==> src/rtl/uart_pkg.sv <==
// rtl/uart_pkg.sv - shared UART definitions: FSM state encoding, default bit timing and data mask
// Contents:
//   uart_state_e        receiver/transmitter FSM state encoding
//   UART_CLKS_PER_BIT   default clk cycles per bit (100 MHz / 9600 baud)
//   UART_DATA_XOR_MASK  default mask undoing the bit-5 inversion on the wire
//   uart_maj3           2-of-3 majority helper
package uart_pkg;

    localparam int unsigned UART_CLKS_PER_BIT  = 10416;
    localparam logic [7:0]  UART_DATA_XOR_MASK = 8'h20;

    typedef enum logic [1:0] {
        ST_IDLE  = 2'd0,
        ST_START = 2'd1,
        ST_DATA  = 2'd2,
        ST_STOP  = 2'd3
    } uart_state_e;

    function automatic logic uart_maj3(input logic a, input logic b, input logic c);
        return (a & b) | (a & c) | (b & c);
    endfunction

endpackage

==> src/rtl/uart_rx_sync.sv <==
// rtl/uart_rx_sync.sv - two-flop synchroniser for the serial line plus falling-edge detect
// Ports:
//   clk_i  in   system clock
//   rst_i  in   synchronous active-high reset; all flops load 1 (idle line)
//   rxd    in   asynchronous serial line
//   rxs    out  synchronised line
//   fall   out  rxs went 1 -> 0 on the last clock edge
module uart_rx_sync (
    input  logic clk_i,
    input  logic rst_i,
    input  logic rxd,
    output logic rxs,
    output logic fall
);

    logic meta_q;
    logic sync_q;
    logic prev_q;

    always_ff @(posedge clk_i) begin
        if (rst_i) begin
            meta_q <= 1'b1;
            sync_q <= 1'b1;
            prev_q <= 1'b1;
        end else begin
            meta_q <= rxd;
            sync_q <= meta_q;
            prev_q <= sync_q;
        end
    end

    assign rxs  = sync_q;
    assign fall = prev_q & ~sync_q;

endmodule

==> src/rtl/uart_receiver.sv <==
// rtl/uart_receiver.sv - 8N1 UART receiver with mid-bit sampling, data-bit-5 unmask and hold register
// Optional build macro: RX_MAJORITY_VOTE_EN (2-of-3 vote per sample point, decision one cycle later)
// Ports:
//   clk_i        in   system clock
//   rst_i        in   synchronous active-high reset
//   RXD_i        in   asynchronous serial line, idle high
//   data_o       out  received byte, valid while rdy_o=1
//   rdy_o        out  byte available, held until rd_i
//   rd_i         in   consumer read strobe, clears rdy_o and overrun_o
//   overrun_o    out  sticky: a frame completed while rdy_o=1
//   frame_err_o  out  one-cycle pulse: stop bit sampled low
//   busy_o       out  high whenever the FSM is not idle
module uart_receiver
    import uart_pkg::*;
#(
    parameter int unsigned CLKS_PER_BIT  = UART_CLKS_PER_BIT,
    parameter logic [7:0]  DATA_XOR_MASK = UART_DATA_XOR_MASK
) (
    input  logic       clk_i,
    input  logic       rst_i,
    input  logic       RXD_i,
    output logic [7:0] data_o,
    output logic       rdy_o,
    input  logic       rd_i,
    output logic       overrun_o,
    output logic       frame_err_o,
    output logic       busy_o
);

    localparam int CNT_W = $clog2(CLKS_PER_BIT);
    localparam logic [CNT_W-1:0] CNT_LAST = CNT_W'(CLKS_PER_BIT - 1);

    logic rxs;
    logic fall;
    logic sample;

    uart_rx_sync u_sync (
        .clk_i (clk_i),
        .rst_i (rst_i),
        .rxd   (RXD_i),
        .rxs   (rxs),
        .fall  (fall)
    );

`ifdef RX_MAJORITY_VOTE_EN
    // The start decision is one cycle late, so DATA/STOP are entered one cycle late as well;
    // their decision at CNT_LAST therefore already sits one cycle after the nominal centre.
    localparam logic [CNT_W-1:0] CNT_START = CNT_W'(CLKS_PER_BIT / 2);
    logic [1:0] hist_q;

    always_ff @(posedge clk_i) begin
        if (rst_i) begin
            hist_q <= 2'b11;
        end else begin
            hist_q <= {hist_q[0], rxs};
        end
    end

    assign sample = uart_maj3(hist_q[1], hist_q[0], rxs);
`else
    localparam logic [CNT_W-1:0] CNT_START = CNT_W'(CLKS_PER_BIT / 2 - 1);

    assign sample = rxs;
`endif

    uart_state_e      state_q, state_d;
    logic [CNT_W-1:0] cnt_q;
    logic [2:0]       bit_idx_q;
    logic [7:0]       shift_q;
    logic             data_tick;
    logic             good_frame;
    logic             stop_err;

    always_comb begin
        state_d    = state_q;
        data_tick  = 1'b0;
        good_frame = 1'b0;
        stop_err   = 1'b0;
        case (state_q)
            ST_IDLE: begin
                // fall only fires on a 1->0 edge, so a held-low break cannot restart a frame
                if (fall) state_d = ST_START;
            end
            ST_START: begin
                if (cnt_q == CNT_START) state_d = sample ? ST_IDLE : ST_DATA;
            end
            ST_DATA: begin
                if (cnt_q == CNT_LAST) begin
                    data_tick = 1'b1;
                    if (bit_idx_q == 3'd7) state_d = ST_STOP;
                end
            end
            ST_STOP: begin
                // leave mid-stop-bit so a back-to-back start edge is not missed
                if (cnt_q == CNT_LAST) begin
                    state_d    = ST_IDLE;
                    good_frame = sample;
                    stop_err   = ~sample;
                end
            end
            default: state_d = ST_IDLE;
        endcase
    end

    always_ff @(posedge clk_i) begin
        if (rst_i) begin
            state_q   <= ST_IDLE;
            cnt_q     <= '0;
            bit_idx_q <= 3'd0;
            shift_q   <= 8'h00;
        end else begin
            state_q <= state_d;
            if (state_d != state_q || cnt_q == CNT_LAST) begin
                cnt_q <= '0;
            end else begin
                cnt_q <= cnt_q + 1'b1;
            end
            if (state_d == ST_DATA && state_q != ST_DATA) begin
                bit_idx_q <= 3'd0;
            end else if (data_tick) begin
                shift_q[bit_idx_q] <= sample;
                bit_idx_q          <= bit_idx_q + 3'd1;
            end
        end
    end

    always_ff @(posedge clk_i) begin
        if (rst_i) begin
            data_o      <= 8'h00;
            rdy_o       <= 1'b0;
            overrun_o   <= 1'b0;
            frame_err_o <= 1'b0;
        end else begin
            frame_err_o <= stop_err;
            if (good_frame) begin
                if (!rdy_o || rd_i) begin
                    data_o <= shift_q ^ DATA_XOR_MASK;
                    rdy_o  <= 1'b1;
                end else begin
                    overrun_o <= 1'b1;
                end
            end else if (rd_i && rdy_o) begin
                rdy_o     <= 1'b0;
                overrun_o <= 1'b0;
            end
        end
    end

    assign busy_o = (state_q != ST_IDLE);

endmodule

==> config.mk <==
export PLATFORM = sky130hd
export DESIGN_NAME = uart_receiver
export DESIGN_NICKNAME = d
export VERILOG_FILES = /design/src/rtl/uart_pkg.sv /design/src/rtl/uart_rx_sync.sv /design/src/rtl/uart_receiver.sv
export SDC_FILE = /design/constraint.sdc
export NUM_CORES = 1
export LEC_CHECK = 0
export ABC_AREA = 1
export CORE_ASPECT_RATIO = 0.7
export CORE_UTILIZATION = 45
export CTS_BUF_LIST = sky130_fd_sc_hd__clkbuf_4 sky130_fd_sc_hd__clkbuf_8 sky130_fd_sc_hd__clkbuf_16
export CTS_CLUSTER_DIAMETER = 120
export DETAILED_ROUTE_END_ITERATION = 10
export PLACE_DENSITY = 0.67
export SYNTH_ARGS = -nofsm -noshare
export SYNTH_HDL_FRONTEND = slang
export SYNTH_HIERARCHICAL = 1
export SYNTH_SLANG_ARGS = --single-unit
==> constraint.sdc <==
create_clock -name clk_i -period 1.5 [get_ports clk_i]
set_clock_uncertainty 0.05 [all_clocks]
set_input_delay 0.3 -clock clk_i [delete_from_list [all_inputs] [get_ports clk_i]]
set_output_delay 0.3 -clock clk_i [all_outputs]
set_load 0.03 [all_outputs]
## After elaboration in Yosys (flattened, before gate mapping)

Cells that the tools add are included.

- Output and inout port bits: 12
- Bits in registers: 41
- Word-level logic and storage cells: 67

- Reductions and logical operators: 16
- $add $sub $neg: 2
- $lt $le $gt $ge: 2
- Muxes and demuxes: 19
- Equality and inequality tests: 11
- Bitwise gates (word level): 6

Operator list:

| cell | count |
|---|---|
| 14-bit by 1-bit adder with 14-bit output (second input constant) | 1 |
| 14-bit by 13-bit equality test with 1-bit output (second input constant) | 1 |
| 14-bit equality test (second input constant) | 1 |
| 2-bit two-way mux | 6 |
| 1-bit two-way mux | 10 |
| 8-bit bitwise mux | 1 |
| 2-bit one-hot mux with 4 select lines | 1 |
| 2-bit AND reduction | 4 |
| 2-bit equality test (second input constant) | 3 |
| 1-bit inverter | 5 |
| 3-bit by 4-bit < comparator with 1-bit output (second input constant) | 1 |
| 2-bit inequality test (second input constant) | 2 |
| 2-bit nonzero test | 2 |
| 2-bit OR reduction | 2 |
| 3-bit by 1-bit adder with 3-bit output (second input constant) | 1 |
| 1-bit demux with 3-bit select | 1 |
| 3-bit equality test (second input constant) | 1 |
| 3-bit by 1-bit >= comparator with 1-bit output (second input constant) | 1 |
| 1-bit logical AND | 3 |
| 3-bit OR reduction | 1 |
| 2-bit by 1-bit equality test with 1-bit output (second input constant) | 1 |
| 2-bit zero test | 1 |
| 1-bit logical OR | 2 |
| 2-bit by 1-bit inequality test with 1-bit output (second input constant) | 1 |
| other kinds (3) | 3 |

## Logic depth before layout (Yosys ltp)

- Word-level depth: 8
- Depth in mapped cells: 13

## Modules after synthesis

The synthesis kept the hierarchy.

Modules (own cells, without submodules):

| module | area an instance (sq um) | cells each | times used |
|---|---|---|---|
| uart_receiver | 1881.8 | 269 | 1 |
| uart_rx_sync | 93.8 | 12 | 1 |

## Worst setup path before layout

No wires, ideal clock.

- Kind: register to register
- From: reg cnt_q[0]
- To: reg cnt_q[2]
- Arrival: 1.466 ns
- Path buffers: 1
- Required time: 1.334 ns
- Path slack: -0.132 ns
- Stages on the path, launching flop included: 12
- Cell sequence: dfxtp_1 ha_1 nand2_1 nor3_1 nand3_1 nand2_1 nor2_1 nand2_1 inv_1 nand2_2 buf_6 nor2_1

- Longest elaborated chain between the ends: 6
- Elaborated cells on any way between the ends: 10

Ends and longest elaborated chain:

| item | RTL line | text |
|---|---|---|
| from (decl) | uart_receiver.sv:67 | `logic [CNT_W-1:0] cnt_q;` |
| from (signal assigned) | uart_receiver.sv:116 | `cnt_q <= cnt_q + 1'b1;` |
| 14-bit equality test / 14-bit by 13-bit equality test with 1-bit output (equally long branches) | n/a |  |
| 2-bit two-way mux (on tied branches) | uart_receiver.sv:95, uart_receiver.sv:85, uart_receiver.sv:88 |  |
| 2-bit one-hot mux with 4 select lines | uart_receiver.sv:79 | `case (state_q)` |
| 2-bit inequality test | uart_receiver.sv:113 | `if (state_d != state_q \|\| cnt_q == CNT_LAST) begin` |
| 1-bit logical OR | uart_receiver.sv:113 |  |
| 2-bit OR reduction (no line) | n/a |  |

Parallel ways exist; a longest one is shown, timed or not.
A chain may end at the register's enable or synchronous reset.

## Worst setup path after layout

- From: reg cnt_q[0]
- To: reg data_o[5]

- Longest elaborated chain between the ends: 4

Ends and longest elaborated chain:

| item | RTL line | text |
|---|---|---|
| 14-bit equality test | uart_receiver.sv:95 | `if (cnt_q == CNT_LAST) begin` |
| 1-bit two-way mux | uart_receiver.sv:95 |  |
| 1-bit two-way mux | uart_receiver.sv:79 |  |
| 2-bit AND reduction (no line) | n/a |  |
| to (signal assigned) | uart_receiver.sv:137 | `data_o <= shift_q ^ DATA_XOR_MASK;` |
| to (decl) | uart_receiver.sv:22 | `output logic [7:0] data_o,` |

Every way passes these cells.

==> results by stage <==
Worst hold path:
- The class of the tightest hold or removal check is register to register.
- The worst hold path startpoint is u_sync/meta_q.
- The path with the worst hold slack has its endpoint at u_sync/rxs.
- The cell count of the worst hold path is 2.

Clock network:
- For the worst-skew pair, the clock arrives at the later sink with an insertion delay of 290 ps.
- The maximum buffer depth of the clock tree is 2.
- The number of levels in the clock H-tree is 2.
- In this run the clock root is driven by a clkbuf_8.
- The hold buffer count at CTS is 0.
- TritonCTS built the clock tree.
- The clock sink count is 41.
- TritonCTS created 5 clock buffers.
- Clock-pin slew was measured on the worst setup and hold paths at 80 ps.

Die:
- The floorplan has 19 rows.
- The floorplan die area is 0.00466 sq mm.
- Pin placement for this block handled 16 I/O pins.
- Measured along the x axis, the die boundary spans 81.2 um.
- The area of the core is 0.00407 sq mm.
- The die extent in y is 57.4 um.
- The initial utilization of the core area, before any placement, comes to 0.486.

Drt:
- Detailed routing inserted a total of 1,872 vias.
- Once detail routing completed, the nets flagged for antenna violations numbered 0.
- Dividing the detail-routed via count by the number of cells gives 4.74.
- The number of DRC markers in iteration 0 is 167.
- Dividing the detail-routed wire length by the instance count gives 11.6 um.
- The number of design rule violations left after detail routing is 0.
- The total routed wirelength is 4580 um.
- The first detailed-routing pass took 4 iterations.

Final layout:
- The final standard cell area without fillers is 0.00277 sq mm.
- Fill cells in the final layout number 342.
- In the final layout, the multi-input gates occupy 0.00116 sq mm.
- In the layout the commonest cells are nand2_1 (56), buf_4 (41), nor2_1 (38), dfxtp_1 (37), inv_1 (34).
- In the final layout, the share of cells above drive strength 1 is 0.335.
- The sequential cells in the finished layout cover a total of 826 sq um.
- The growth of design area from synthesis to finish is 40.4%.
- 0 antenna diodes ended up in the layout.
- The most common library cell in the layout ignoring fill and taps is nand2_1.
- The utilization of the core after routing is 0.682.
- The final layout contains 351 nets.

Critical path:
- The longest individual stage delay on the worst path is 350 ps.
- Tracing the worst setup path back leads to its startpoint at cnt_q[0].
- The worst setup slack for register-to-register paths is -100 ps.
- Traced cell by cell, the critical path runs through ha_4, nand2_4, nor2_4, nand3_2, nor2_4, nand4_4, or2_0, a21oi_1.
- The critical path data required time is 1680 ps.
- The sum of buffers and inverters on the critical path is 0.
- The worst setup path is of the register to register kind.
- The endpoint arrival time on the critical path is 1780 ps.
- The number of cell instances on the worst register-to-register path is 8.
- The worst setup path is captured at a register.
- Broken down by cell family, the worst path's largest delay share belongs to simple AND/OR/NAND/NOR gates.
- Counting stages on the worst path, the most repeated cell is nor2_4.
- In this run the worst path has a maximum fanout of 4.
- The worst register-to-register path ends at data_o[5].
- STA classifies the critical path startpoint as a register.
- On the critical path, the stage with the largest delay is an instance of dfxtp_2.
- The worst register-to-register path begins at cnt_q[0].

STA:
- The hold violation count in the final report is 0.
- The number of max-slew violations in the final report is 0.
- After layout, the worst setup slack is -100 ps.
- Dividing the final minimum period by the clock period gives 1.07.
- At the pin with the least slew margin, the transition time is 504 ps.
- Setup repair after global routing could not meet its margin everywhere.
- Headroom to the max-slew limit came out at 0.663.
- Counting I/O delays and the setup requirement, the final critical path takes 1600 ps.
- The highest attainable clock frequency is 0.625 GHz.
- Hold is met by 355 ps.
- The final count of negative-setup-slack endpoints is 32.

Place:
- At the placement stage, the worst setup path has a slack of -187 ps.
- Routability-driven placement finished with a final weighted congestion of 0.837.
- Summing all placed instances gives a cell area of 0.00247 sq mm.
- The final HPWL from detailed placement is 3020 um.
- Port buffering added 15 buffers.

GRT:
- The number of global-route vias before repair is 1,623.
- The first global-routing pass estimated 7580 um of wire.
- Global routing finished with a remaining overflow of 0.
- Entering global routing, the biggest net connects 22 pins.
- The initial antenna violation count was 0.
- In the global route stage, overall resource usage came out at 0.215.

Power:
- The analysis attributes to cell leakage a power of 1.20 nW.
- In this run the power density over the cells is 691 mW/mm^2.
- The peak supply drop is 0.000568 V.

Synth:
- The mean cell area of the mapped netlist is 7.03 sq um.
- The number of distinct standard cells referenced by the synthesized netlist is 26.
- The post-synthesis net count is 288.
- The count of warnings emitted by yosys is 6.
- The fraction of post-synthesis cell area in the top cell type by area is 0.415.
- Of the synthesized area, sequential elements account for 0.415.
- Counting every instance in the synthesized netlist gives 281.
- The library cell occupying the most area in the post-synthesis netlist is dfxtp_1.
- The total standard cell area after synthesis is 0.00198 sq mm.
- The number of synthesized register bits is 41.
- After synthesis, the cell types taking the most area are dfxtp_1 (42%), nand2_1 (14%), nor2_1 (8.4%).

Run:
- Across the run, the number of max-cap violations was 0.

Status:
- The flow ran to the end, but the final reports show violations.
- The checks that failed: setup timing.
[metrics by stage]
stage / power [mW] / setup TNS (ps) / std cells
global placement: 1.25 / -2500 / 380
floorplan: 1.20 / -175 / 281
global route: 2.00 / -5230 / 395
finish: 1.92 / -1870 / 395
detailed placement: 1.25 / -3410 / 380
CTS: 1.93 / -1920 / 394
[logic make-up (layout without fill, tap and decap cells)]
group	after synthesis	after routing	synth area share
and+or+nand+nor	156	159	0.358
adders and majority gates	3	3	0.0190
DFF	41	41	0.415
AOI/OAI and AO/OA	23	23	0.0602
buffers and inverters	47	106	0.0988
xor gates and xnor gates	11	11	0.0488
[report_power, final]
| group | total, mW | internal, mW | switching (mW) |
|---|---|---|---|
| combinational | 0.121 | 0.0575 | 0.0639 |
| sequential | 1.11 | 1.10 | 0.0132 |
| clock | 0.681 | 0.307 | 0.374 |
[how the worst max path moves through the flow]
stage	end	slack [ps]	depth (start not counted)
global placement	data_o[2]	-130	7
floorplan	shift_q[7]	-60	11
finish	data_o[5]	-100	8
detailed placement	data_o[0]	-190	7
CTS	data_o[5]	-100	8
global route	cnt_q[8]	-210	12
[routing by layer]
metal | part of all wire | track usage | up-vias
met1 | 0.52 | 0.329 | 822
met3 | 0.050 | 0.0512 | 7
met4 | 0.012 | 0.0689 | 0
met5 | 0 | 0 | -
li1 | - | - | 991
met2 | 0.41 | 0.293 | 52
[tightest hold or removal path: cells and delay by family (launching register included)]
kind	cells	cell delay, ps
buffers and inverters	1	30
AND/OR/NAND/NOR	1	40
flip-flops	1	310
[sequential cells by signal, summed over array words and instances, names as in the netlist, 2 cells and up]
name	flops
bit_idx_q	3
state_q	2
data_o	8
shift_q	8
cnt_q	14
[Yosys cell counts]
cell / instances
a21oi_1: 21
a31oi_1: 1
buf_6: 2
clkbuf_1: 2
clkbuf_4: 1
dfxtp_1: 41
ha_1: 3
inv_1: 38
inv_2: 4
nand2_1: 73
nand2_2: 1
nand3_1: 17
nand3_2: 2
nand3b_1: 1
nand4_1: 2
nand4_4: 1
nor2_1: 44
nor2_2: 3
nor2_4: 3
nor2_8: 1
nor3_1: 6
nor4_1: 1
o211ai_1: 1
or2_0: 1
xnor2_1: 1
xor2_1: 10
[repair_timing]
item                       4_1_cts  5_1_grt
resized for setup               31       35
setup endpoints to repair       45       39
setup buffers                    5        2
pin swaps                       14       12
gates cloned                     3        0
[cell type report]
type                       count  share of cell area
tap                           52              0.0235
clock inverter                 1             0.00180
clock buffer                   5              0.0248
timing repair buffer          58               0.172
inverter                      42              0.0604
sequential                    41               0.298
multi-input combinational    196               0.420
No activity file was read; power rests on OpenSTA's default activity.
